==> config.mk <==
export PLATFORM = sky130hd
export DESIGN_NAME = mode_countdown
export DESIGN_NICKNAME = d
export VERILOG_FILES = /design/src/rtl/mode_countdown.sv
export SDC_FILE = /design/constraint.sdc
export NUM_CORES = 1
export LEC_CHECK = 0
export ABC_AREA = 1
export BUFFER_PORTS_ARGS = -buffer_cell sky130_fd_sc_hd__buf_2
export CAP_MARGIN = 20
export CORE_MARGIN = 4
export CORE_UTILIZATION = 45
export CTS_BUF_LIST = sky130_fd_sc_hd__clkbuf_4
export DETAILED_ROUTE_END_ITERATION = 12
export GPL_TIMING_DRIVEN = 0
export PLACE_DENSITY = 0.8
export SLEW_MARGIN = 20
export SYNTH_ARGS = -nofsm -noshare
export SYNTH_HDL_FRONTEND = slang
export SYNTH_SLANG_ARGS = --single-unit
==> constraint.sdc <==
create_clock -name clk -period 1.7 [get_ports clk]
set_input_delay 0.51 -clock clk [delete_from_list [all_inputs] [get_ports clk]]
set_output_delay 0.51 -clock clk [all_outputs]
set_load 0.02 [all_outputs]
==> src/rtl/mode_countdown.sv <==
// mode_countdown: loadable down-counter that drives the mode decoder's
// count input. Supports a load handshake, pause, abort and optional
// auto-reload, and flags terminal count for one cycle.

package mode_countdown_pkg;
   typedef enum logic [1:0] {
      ST_IDLE    = 2'd0,
      ST_RUN     = 2'd1,
      ST_PAUSE   = 2'd2,
      ST_EXPIRED = 2'd3
   } state_t;
endpackage

module mode_countdown
   import mode_countdown_pkg::*;
#(
   parameter int unsigned WIDTH       = 8,
   parameter bit          AUTO_RELOAD = 1'b0
) (
   input  logic             clk,
   input  logic             rst,
   input  logic             load_valid,
   input  logic [WIDTH-1:0] load_val,
   output logic             load_ready,
   input  logic             pause,
   input  logic             abort,
   output logic [WIDTH-1:0] out,
   output logic             busy,
   output logic             tc,
   output logic [1:0]       state_o
);

   state_t           r_state;
   logic [WIDTH-1:0] r_out;
   logic [WIDTH-1:0] r_reload;
   logic             r_tc;
   logic             r_busy;

   // Count FSM: priority abort > load > pause > count; outputs are registered
   // alongside the state so nothing combinational reaches the ports.
   always_ff @(posedge clk or posedge rst) begin
      if (rst) begin
         r_state  <= ST_IDLE;
         r_out    <= '0;
         r_reload <= '0;
         r_tc     <= 1'b0;
         r_busy   <= 1'b0;
      end else if (abort) begin
         r_state  <= ST_IDLE;
         r_out    <= '0;
         r_reload <= '0;
         r_tc     <= 1'b0;
         r_busy   <= 1'b0;
      end else begin
         case (r_state)
            ST_IDLE: begin
               r_tc <= 1'b0;
               if (load_valid) begin
                  r_out    <= load_val;
                  r_reload <= load_val;
                  r_busy   <= 1'b1;
                  if (load_val != '0) begin
                     r_state <= ST_RUN;
                  end else begin
                     r_state <= ST_EXPIRED;
                     r_tc    <= 1'b1;
                  end
               end
            end
            ST_RUN: begin
               if (pause) begin
                  r_state <= ST_PAUSE;
               end else if (r_out <= WIDTH'(1)) begin
                  // Terminal step; the <= guard also keeps a zero count from wrapping.
                  r_out   <= '0;
                  r_state <= ST_EXPIRED;
                  r_tc    <= 1'b1;
               end else begin
                  r_out <= r_out - WIDTH'(1);
               end
            end
            ST_PAUSE: begin
               // Resume edge does not decrement, so no count is lost or doubled.
               if (!pause) begin
                  r_state <= ST_RUN;
               end
            end
            ST_EXPIRED: begin
               r_tc <= 1'b0;
               if (AUTO_RELOAD && (r_reload != '0)) begin
                  r_out   <= r_reload;
                  r_state <= ST_RUN;
               end else begin
                  r_out   <= '0;
                  r_state <= ST_IDLE;
                  r_busy  <= 1'b0;
               end
            end
            default: begin
               r_state <= ST_IDLE;
               r_out   <= '0;
               r_tc    <= 1'b0;
               r_busy  <= 1'b0;
            end
         endcase
      end
   end

   // Output decode from registered state only.
   always_comb begin
      load_ready = (r_state == ST_IDLE);
      out        = r_out;
      busy       = r_busy;
      tc         = r_tc;
      state_o    = r_state;
   end

endmodule

==> flow_metrics.env, run 1 <==
export IMPL_ctsHtreeMaxLevel=1
export IMPL_crit_chain="nor2_1 > buf_2"
export IMPL_worstSetupPathType="reg -> out"
export IMPL_cts_root_buffer="clkbuf_4"
export IMPL_leakagePower_nw=0.657
export IMPL_area_growth_pct=21.4
export IMPL_syn_inst=147
export IMPL_grt_pass1_vias=876
export IMPL_synth_cell_types=17
export IMPL_finalClockSkew_ps=8.06
export IMPL_insertion_delay_ps=280
export IMPL_instances_no_fill=202
export IMPL_seq_area_frac_synth_pct=33.8
export IMPL_crit_required_ps=1190
export IMPL_ios=26
export IMPL_multiInputGateArea_sq_um=508
export IMPL_overflow=0
export IMPL_cts_num_sinks=12
export IMPL_drtPass1Iterations=4
export IMPL_cts_post_setup_buffers_inserted=0
export IMPL_antennaDiodeCount=0
export IMPL_rsz0062_at_grt="no"
export IMPL_drc=0
export IMPL_relSlewSlack_pct=66.7
export IMPL_tritoncts="yes"
export IMPL_grt_max_degree=13
export IMPL_clk_pin_slew_ps=80
export IMPL_switching_share_pct=44.7
export IMPL_cp_max_fo=8
export IMPL_hold_path_class="in -> async"
export IMPL_hold_viol=0
export IMPL_place_area_sq_um=1040
export IMPL_finalNetCount=193
export IMPL_final_cell_mix="nand2_1, buf_2, nor2_1"
export IMPL_die_area_sq_um=2750
export IMPL_path_buf_inv=1
export IMPL_vias_per_cell=4.73
export IMPL_setup_viol_count_final=0
export IMPL_cpPeakStageDelay_ps=470
export IMPL_outcome="complete, no violations"
export IMPL_fmaxAchievable_mhz=632
export IMPL_fin_crit_sh_pct=93.1
export IMPL_seqPwrFrac_pct=36.0
export IMPL_clock_path_buffers=2
export IMPL_finalMaxSlewViolations=0
export IMPL_numCtsBuffers=3
export IMPL_utilization_pct=59.9
export IMPL_synth_avg_cell_area_sq_um=6.04
export IMPL_design_area_sq_um=1080
export IMPL_wl_per_cell_um=10.3
export IMPL_slowest_stage="dfrtp_1"
export IMPL_wirelength_um=2070
export IMPL_arrival_ps=1070
export IMPL_worst_slew_pin_slew_ps=499
export IMPL_total_power_mw=1.06
export IMPL_placed_cells=197
export IMPL_setup_ws_ps=118
export IMPL_cts_hold_buf=0
export IMPL_track_usage_pct=18.4
export IMPL_ff_latch_area_sq_um=300
export IMPL_dr_first_iter_drc_count=22
export IMPL_synth_fp_nets=162
export IMPL_vias=956
export IMPL_grt_pass1_wl_um=3730
export IMPL_drv_cap=0
export IMPL_gp_congestion=0.836
export IMPL_hpwl_um=1590
export IMPL_core_area_sq_um=1800
export IMPL_start_util_pct=49.3
export IMPL_final_common_cell="nand2_1"
export IMPL_yosys_warnings=0
export IMPL_ir_worst_vdd_mv=0.545
export IMPL_crit_family="flip-flops"
export IMPL_rows=15
export IMPL_post_cts_resized=0
export IMPL_port_buffers=25
export IMPL_antenna_found_initial=0
export IMPL_antenna_left=0
export IMPL_layout_min_cycle_time_ps=1580
export IMPL_die_y_um=52.4
export IMPL_worstSetupEndpointType="output port"
export IMPL_critPathLaunchType="register"
export IMPL_share_comb_of_total_power_pct=46.5
export IMPL_chipWidth_um=52.4
export IMPL_netlist_area_sq_um=888
export IMPL_fillers=179
export IMPL_whs_ps=238
export IMPL_power_switching_mw=0.476
export IMPL_p_clk_share_pct=17.5
export IMPL_cellPowerDensity_nw_per_um2=987
export IMPL_drive_gt1_share_pct=19.8
export IMPL_p_int_mw=0.588
export IMPL_setup_tns_ps=0
export IMPL_place_ws_ps=199
export IMPL_synth_seq_cells=12
metal layers:
layer	GRT usage, %	share of wire (%)
met1	23.9	46
met5	0	0
met4	9.36	1.6
met2	29.3	48
met3	2.56	4.6
power by group through the flow:
stage	clock network (mW)	logic [mW]	registers, mW
detailed placement	0	0.485	0.391
global route	0.215	0.569	0.394
CTS	0.192	0.487	0.385
global placement	0	0.476	0.389
floorplan	0	0.306	0.435
finish	0.186	0.495	0.383
cells in the mapped netlist:
master,number,area [sq um]
inv_1,18,67.6
ha_1,2,25.0
o21ai_4,1,16.3
nor3_1,2,10.0
xnor2_1,1,8.76
nor4_1,1,6.26
nand3_1,9,45.0
nor2_1,23,86.3
dfrtp_1,12,300
o21ai_0,7,35.0
xor2_1,2,17.5
nand2_2,1,6.26
buf_2,1,5.00
a21oi_1,2,10.0
o21ai_2,1,8.76
nand2_1,62,233
inv_2,2,7.51
final timing paths:
path | start | endpoint | slack (ps) | cells after the start
min reg2reg | busy | busy | 490 | 2
min | rst | out[1] | 240 | 2
min in group clk | busy | busy | 490 | 2
max | state_o[0] | load_ready | 120 | 2
max reg2reg | out[0] | tc | 190 | 10
max in group asynchronous | rst | state_o[1] | 1120 | 2
flip-flops by register name (all words and copies together) (netlist names):
register,count
tc,1
out,8
state_o,2
busy,1
layout make-up:
class / count / area share, %
multi-input combinational: 114 / 47.1
clock buffer: 3 / 2.09
buffer: 1 / 0.464
clock inverter: 1 / 0.348
timing repair buffer: 26 / 12.3
sequential: 12 / 27.8
tap: 25 / 2.90
inverter: 20 / 6.96
cell families (layout without fill, tap and decap cells):
group	after synthesis	in the layout	share of synthesized area [%]
compound gates	11	11	7.89
xor+xnor	3	3	2.96
buf+inv	21	51	9.01
simple gates	98	98	43.5
flops	12	12	33.8
fa+ha+maj	2	2	2.82
worst reg2reg max path, cell delays in order, from the launching register on:
cell and delay (ps):
dfrtp_1 400, buf_4 150, ha_1 210, nor2_1 100
nor2_1 50, nand2_1 80, nand2_1 140, nand2_1 120
nand2_1 50, nand2_1 60, nand2_1 50
Note: power is estimated with default switching activity, not from simulation.
==> run 2, diff against run 1 <==
Settings changed: CORE_MARGIN 4 to 3, CTS_BUF_LIST sky130_fd_sc_hd__clkbuf_4 to sky130_fd_sc_hd__clkbuf_16.
==> run 2 against run 1 <==
- setup slack better by 29 ps
- combinational power grew 1%
- total power grew 24%
- register-to-register slack gained 20 ps
- routed wire length is 9.6% higher
- die area decreased by 7.5%
- sequential share of layout area decreased by 1.2 points
- via count is 4.2% higher
- count of clock-buffer cells in the layout stayed put
- sequential power up 2%
- critical path type unchanged
- largest cell class unchanged
==> flow_metrics.env, run 2 (synthesis results as in run 1) <==
export IMPL_drtPass1Iterations=4
export IMPL_power_switching_mw=0.510
export IMPL_track_usage_pct=20.4
export IMPL_cp_max_fo=8
export IMPL_hold_viol=0
export IMPL_area_growth_pct=26.8
export IMPL_finalNetCount=192
export IMPL_place_area_sq_um=1040
export IMPL_grt_pass1_vias=910
export IMPL_placed_cells=197
export IMPL_cellPowerDensity_nw_per_um2=1170
export IMPL_clk_pin_slew_ps=40
export IMPL_setup_ws_ps=147
export IMPL_layout_min_cycle_time_ps=1550
export IMPL_antennaDiodeCount=0
export IMPL_rows=15
export IMPL_worstSetupEndpointType="output port"
export IMPL_arrival_ps=1040
export IMPL_cts_root_buffer="clkbuf_16"
export IMPL_insertion_delay_ps=240
export IMPL_p_int_mw=0.810
export IMPL_seqPwrFrac_pct=29.4
export IMPL_ir_worst_vdd_mv=0.721
export IMPL_port_buffers=25
export IMPL_share_comb_of_total_power_pct=37.9
export IMPL_core_area_sq_um=1800
export IMPL_rsz0062_at_grt="no"
export IMPL_dr_first_iter_drc_count=23
export IMPL_gp_congestion=0.829
export IMPL_antenna_found_initial=0
export IMPL_setup_viol_count_final=0
export IMPL_grt_max_degree=13
export IMPL_ctsHtreeMaxLevel=1
export IMPL_largest_reg_flops=8
export IMPL_numCtsBuffers=3
export IMPL_clock_path_buffers=2
export IMPL_final_common_cell="nand2_1"
export IMPL_chipWidth_um=50.4
export IMPL_vias=996
export IMPL_final_cell_mix="nand2_1, buf_2, nor2_1"
export IMPL_die_y_um=50.4
export IMPL_start_util_pct=49.3
export IMPL_setup_tns_ps=0
export IMPL_whs_ps=291
export IMPL_instances_no_fill=201
export IMPL_vias_per_cell=4.96
export IMPL_finalMaxSlewViolations=0
export IMPL_drc=0
export IMPL_fin_crit_sh_pct=91.4
export IMPL_hpwl_um=1610
export IMPL_die_area_sq_um=2540
export IMPL_antenna_left=0
export IMPL_drv_cap=0
export IMPL_finalClockSkew_ps=1.95
export IMPL_wirelength_um=2270
export IMPL_switching_share_pct=38.6
export IMPL_tritoncts="yes"
export IMPL_drive_gt1_share_pct=19.9
export IMPL_critPathLaunchType="register"
export IMPL_relSlewSlack_pct=66.6
export IMPL_place_ws_ps=189
export IMPL_worst_slew_pin_slew_ps=500
export IMPL_leakagePower_nw=0.676
export IMPL_fmaxAchievable_mhz=644
export IMPL_hold_path_class="in -> async"
export IMPL_design_area_sq_um=1130
export IMPL_cts_num_sinks=12
export IMPL_worstSetupPathType="reg -> out"
export IMPL_overflow=0
export IMPL_outcome="complete, no violations"
export IMPL_wl_per_cell_um=11.3
export IMPL_fillers=174
export IMPL_grt_pass1_wl_um=3890
export IMPL_crit_required_ps=1190
export IMPL_ios=26
export IMPL_p_clk_share_pct=32.7
run 2: changes by cell type in the layout (fill, tap and decap cells not counted), sizes merged:
cell	previous run	this run
buf	27	26
run 2: worst max-delay path: stages (launching register included):
cell and delay [ps]:
dfrtp_1 470, nor2_1 150, buf_2 180
run 2: path summary, 6_finish.rpt:
path	startpoint	to	slack (ps)	cells past startpoint
hold reg to reg	tc	tc	510	2
setup reg to reg	out[0]	out[4]	210	9
setup / recovery	state_o[0]	load_ready	150	2
hold / removal	rst	out[1]	290	2
min in group clk	tc	tc	510	2
max in group asynchronous	rst	state_o[0]	1070	2
run 2: power by group through the flow:
stage                     clock (mW)  combinational, mW  sequential [mW]
final                          0.431              0.500            0.389
after global routing           0.461              0.567            0.398
after CTS                      0.439              0.497            0.388
after detailed placement           0              0.487            0.392
after global placement             0              0.475            0.389
after floorplan                    0              0.306            0.435
run 2: area by class of cell:
cell class | instances | area, sq um | share of cell area (%)
Buffer | 1 | 5.00 | 0.444
Clock buffer | 3 | 75.1 | 6.67
Clock inverter | 1 | 3.75 | 0.333
Inverter | 20 | 75.1 | 6.67
Multi-Input combinational cell | 114 | 510 | 45.3
Sequential cell | 12 | 300 | 26.7
Tap cell | 25 | 31.3 | 2.78
Timing Repair Buffer | 25 | 125 | 11.1
run 2: routing by layer:
| layer | vias to the layer above | GRT usage [%] | routed length, um |
|---|---|---|---|
| met4 | 0 | 10.8 | 48 |
| met5 | - | 0 | 0 |
| met1 | 434 | 25.8 | 963 |
| met2 | 47 | 33.0 | 1080 |
| met3 | 7 | 3.26 | 178 |
| li1 | 508 | - | - |
run 2: stage by stage:
stage | util (%) | total power, mW
after CTS | 62.4 | 1.32
after floorplan | - | 0.741
after global routing | 62.5 | 1.43
after global placement | 58.0 | 0.864
final | 62.5 | 1.32
after detailed placement | 58.0 | 0.879
run 2: timing repair:
action,4_1_cts,5_1_grt
hold buffers,0,0
buffers inserted,0,0
gates resized for setup,0,1
setup endpoints to repair,0,2
==> run 3, diff against run 2 <==
Settings changed: SETUP_SLACK_MARGIN set to 0.15.
==> run 3 against run 2 <==
- count of clock-buffer cells in the layout is the same
- via count shrank 0.50%
- routed wire length rose by 1.5%
- sequential share of layout area decreased by 0.36 points
- combinational power is 4.8% higher
- register-to-register slack improved by 30 ps
- final area up 2.2%
- critical endpoint unchanged
==> flow_metrics.env, run 3 (synthesis results as in run 1) <==
export IMPL_outcome="complete, no violations"
export IMPL_vias=991
export IMPL_hold_path_class="in -> async"
export IMPL_largest_reg_flops=8
export IMPL_cp_max_fo=8
export IMPL_fmaxAchievable_mhz=660
export IMPL_insertion_delay_ps=240
export IMPL_drive_gt1_share_pct=23.7
export IMPL_antenna_found_initial=0
export IMPL_die_y_um=50.4
export IMPL_drv_cap=0
export IMPL_rsz0062_at_grt="yes"
export IMPL_grt_pass1_wl_um=3890
export IMPL_final_common_cell="nand2_1"
export IMPL_cts_root_buffer="clkbuf_16"
export IMPL_rows=15
export IMPL_clk_pin_slew_ps=40
export IMPL_ir_worst_vdd_mv=0.727
export IMPL_setup_tns_ps=0
export IMPL_relSlewSlack_pct=68.0
export IMPL_clock_path_buffers=2
export IMPL_drtPass1Iterations=4
export IMPL_cellPowerDensity_nw_per_um2=1170
export IMPL_fin_crit_sh_pct=89.1
export IMPL_core_area_sq_um=1800
export IMPL_drc=0
export IMPL_start_util_pct=49.3
export IMPL_hpwl_um=1610
export IMPL_whs_ps=280
export IMPL_worst_slew_pin_slew_ps=480
export IMPL_final_cell_mix="nand2_1, buf_2, nor2_1"
export IMPL_critPathLaunchType="register"
export IMPL_finalNetCount=193
export IMPL_track_usage_pct=20.4
export IMPL_ios=26
export IMPL_antennaDiodeCount=0
export IMPL_setup_viol_count_final=0
export IMPL_chipWidth_um=50.4
export IMPL_wl_per_cell_um=11.4
export IMPL_cts_num_sinks=12
export IMPL_finalMaxSlewViolations=0
export IMPL_crit_required_ps=1190
export IMPL_tritoncts="yes"
export IMPL_grt_max_degree=13
export IMPL_leakagePower_nw=0.680
export IMPL_wirelength_um=2300
export IMPL_ctsHtreeMaxLevel=1
export IMPL_finalClockSkew_ps=1.95
export IMPL_dr_first_iter_drc_count=24
export IMPL_cts_hold_buf=0
export IMPL_numCtsBuffers=3
export IMPL_grt_pass1_vias=910
export IMPL_layout_min_cycle_time_ps=1520
export IMPL_area_growth_pct=29.6
export IMPL_worstSetupEndpointType="output port"
export IMPL_antenna_left=0
export IMPL_vias_per_cell=4.91
export IMPL_worstSetupPathType="reg -> out"
export IMPL_arrival_ps=1010
export IMPL_port_buffers=25
export IMPL_die_area_sq_um=2540
export IMPL_gp_congestion=0.829
export IMPL_hold_viol=0
export IMPL_overflow=0
==> run 3: cell types whose count changed in the layout (fill, tap and decap cells not counted), moves of 2 or more <==
cell / before / now
buf_4: 0 / 2
dfrtp_1: 12 / 10
dfrtp_2: 0 / 2
o21ai_0: 7 / 3
o21ai_1: 0 / 4
==> run 3: repair_timing <==
| action | 4_1_cts | 5_1_grt |
|---|---|---|
| setup buffers | 0 | 1 |
| resized for setup | 0 | 12 |
| endpoints found under the setup margin | 0 | 10 |
==> run 3: layout make-up <==
cell class,count,area [sq um]
Clock inverter,1,3.75
Tap cell,25,31.3
Buffer,1,5.00
Timing Repair Buffer,26,135
Sequential cell,12,303
Inverter,20,75.1
Clock buffer,3,75.1
Fill cell,172,651
Multi-Input combinational cell,114,523
==> run 3: final timing paths <==
path / end / cells after the start / from / slack (ps)
setup / recovery: load_ready / 2 / state_o[0] / 180
hold / removal: out[1] / 2 / rst / 280
setup reg to reg: out[0] / 9 / out[0] / 240
hold reg to reg: busy / 2 / busy / 500
max in group asynchronous: state_o[0] / 2 / rst / 1070
min in group clk: busy / 2 / busy / 500
==> run 3: worst max-delay path, stage by stage (launching register included) <==
cell and delay, ps:
dfrtp_2 460, nor2_1 140, buf_4 160
==> run 3: metrics by stage <==
stage	area, sq um	total power, mW	setup WS [ps]	instances	utilization (%)
finish	1150	1.35	185	202	63.9
CTS	1120	1.32	153	201	62.4
floorplan	888	0.741	263	147	-
detailed placement	1040	0.879	189	197	58.0
global placement	1040	0.864	250	197	58.0
global route	1150	1.45	116	202	63.9
==> run 3: power by group <==
group          internal [mW]  switching [mW]  leakage (nW)
Combinational          0.185           0.339         0.486
Sequential             0.330          0.0615         0.156
Clock                  0.310           0.122        0.0385
==> run 3: routing by layer <==
| layer | global-route usage (%) | share of wire, % | vias to the layer above |
|---|---|---|---|
| met5 | 0 | 0 | - |
| met4 | 10.8 | 2.2 | 0 |
| met3 | 3.26 | 6.6 | 7 |
| met2 | 33.0 | 47 | 33 |
| met1 | 25.8 | 44 | 443 |
| li1 | - | - | 508 |
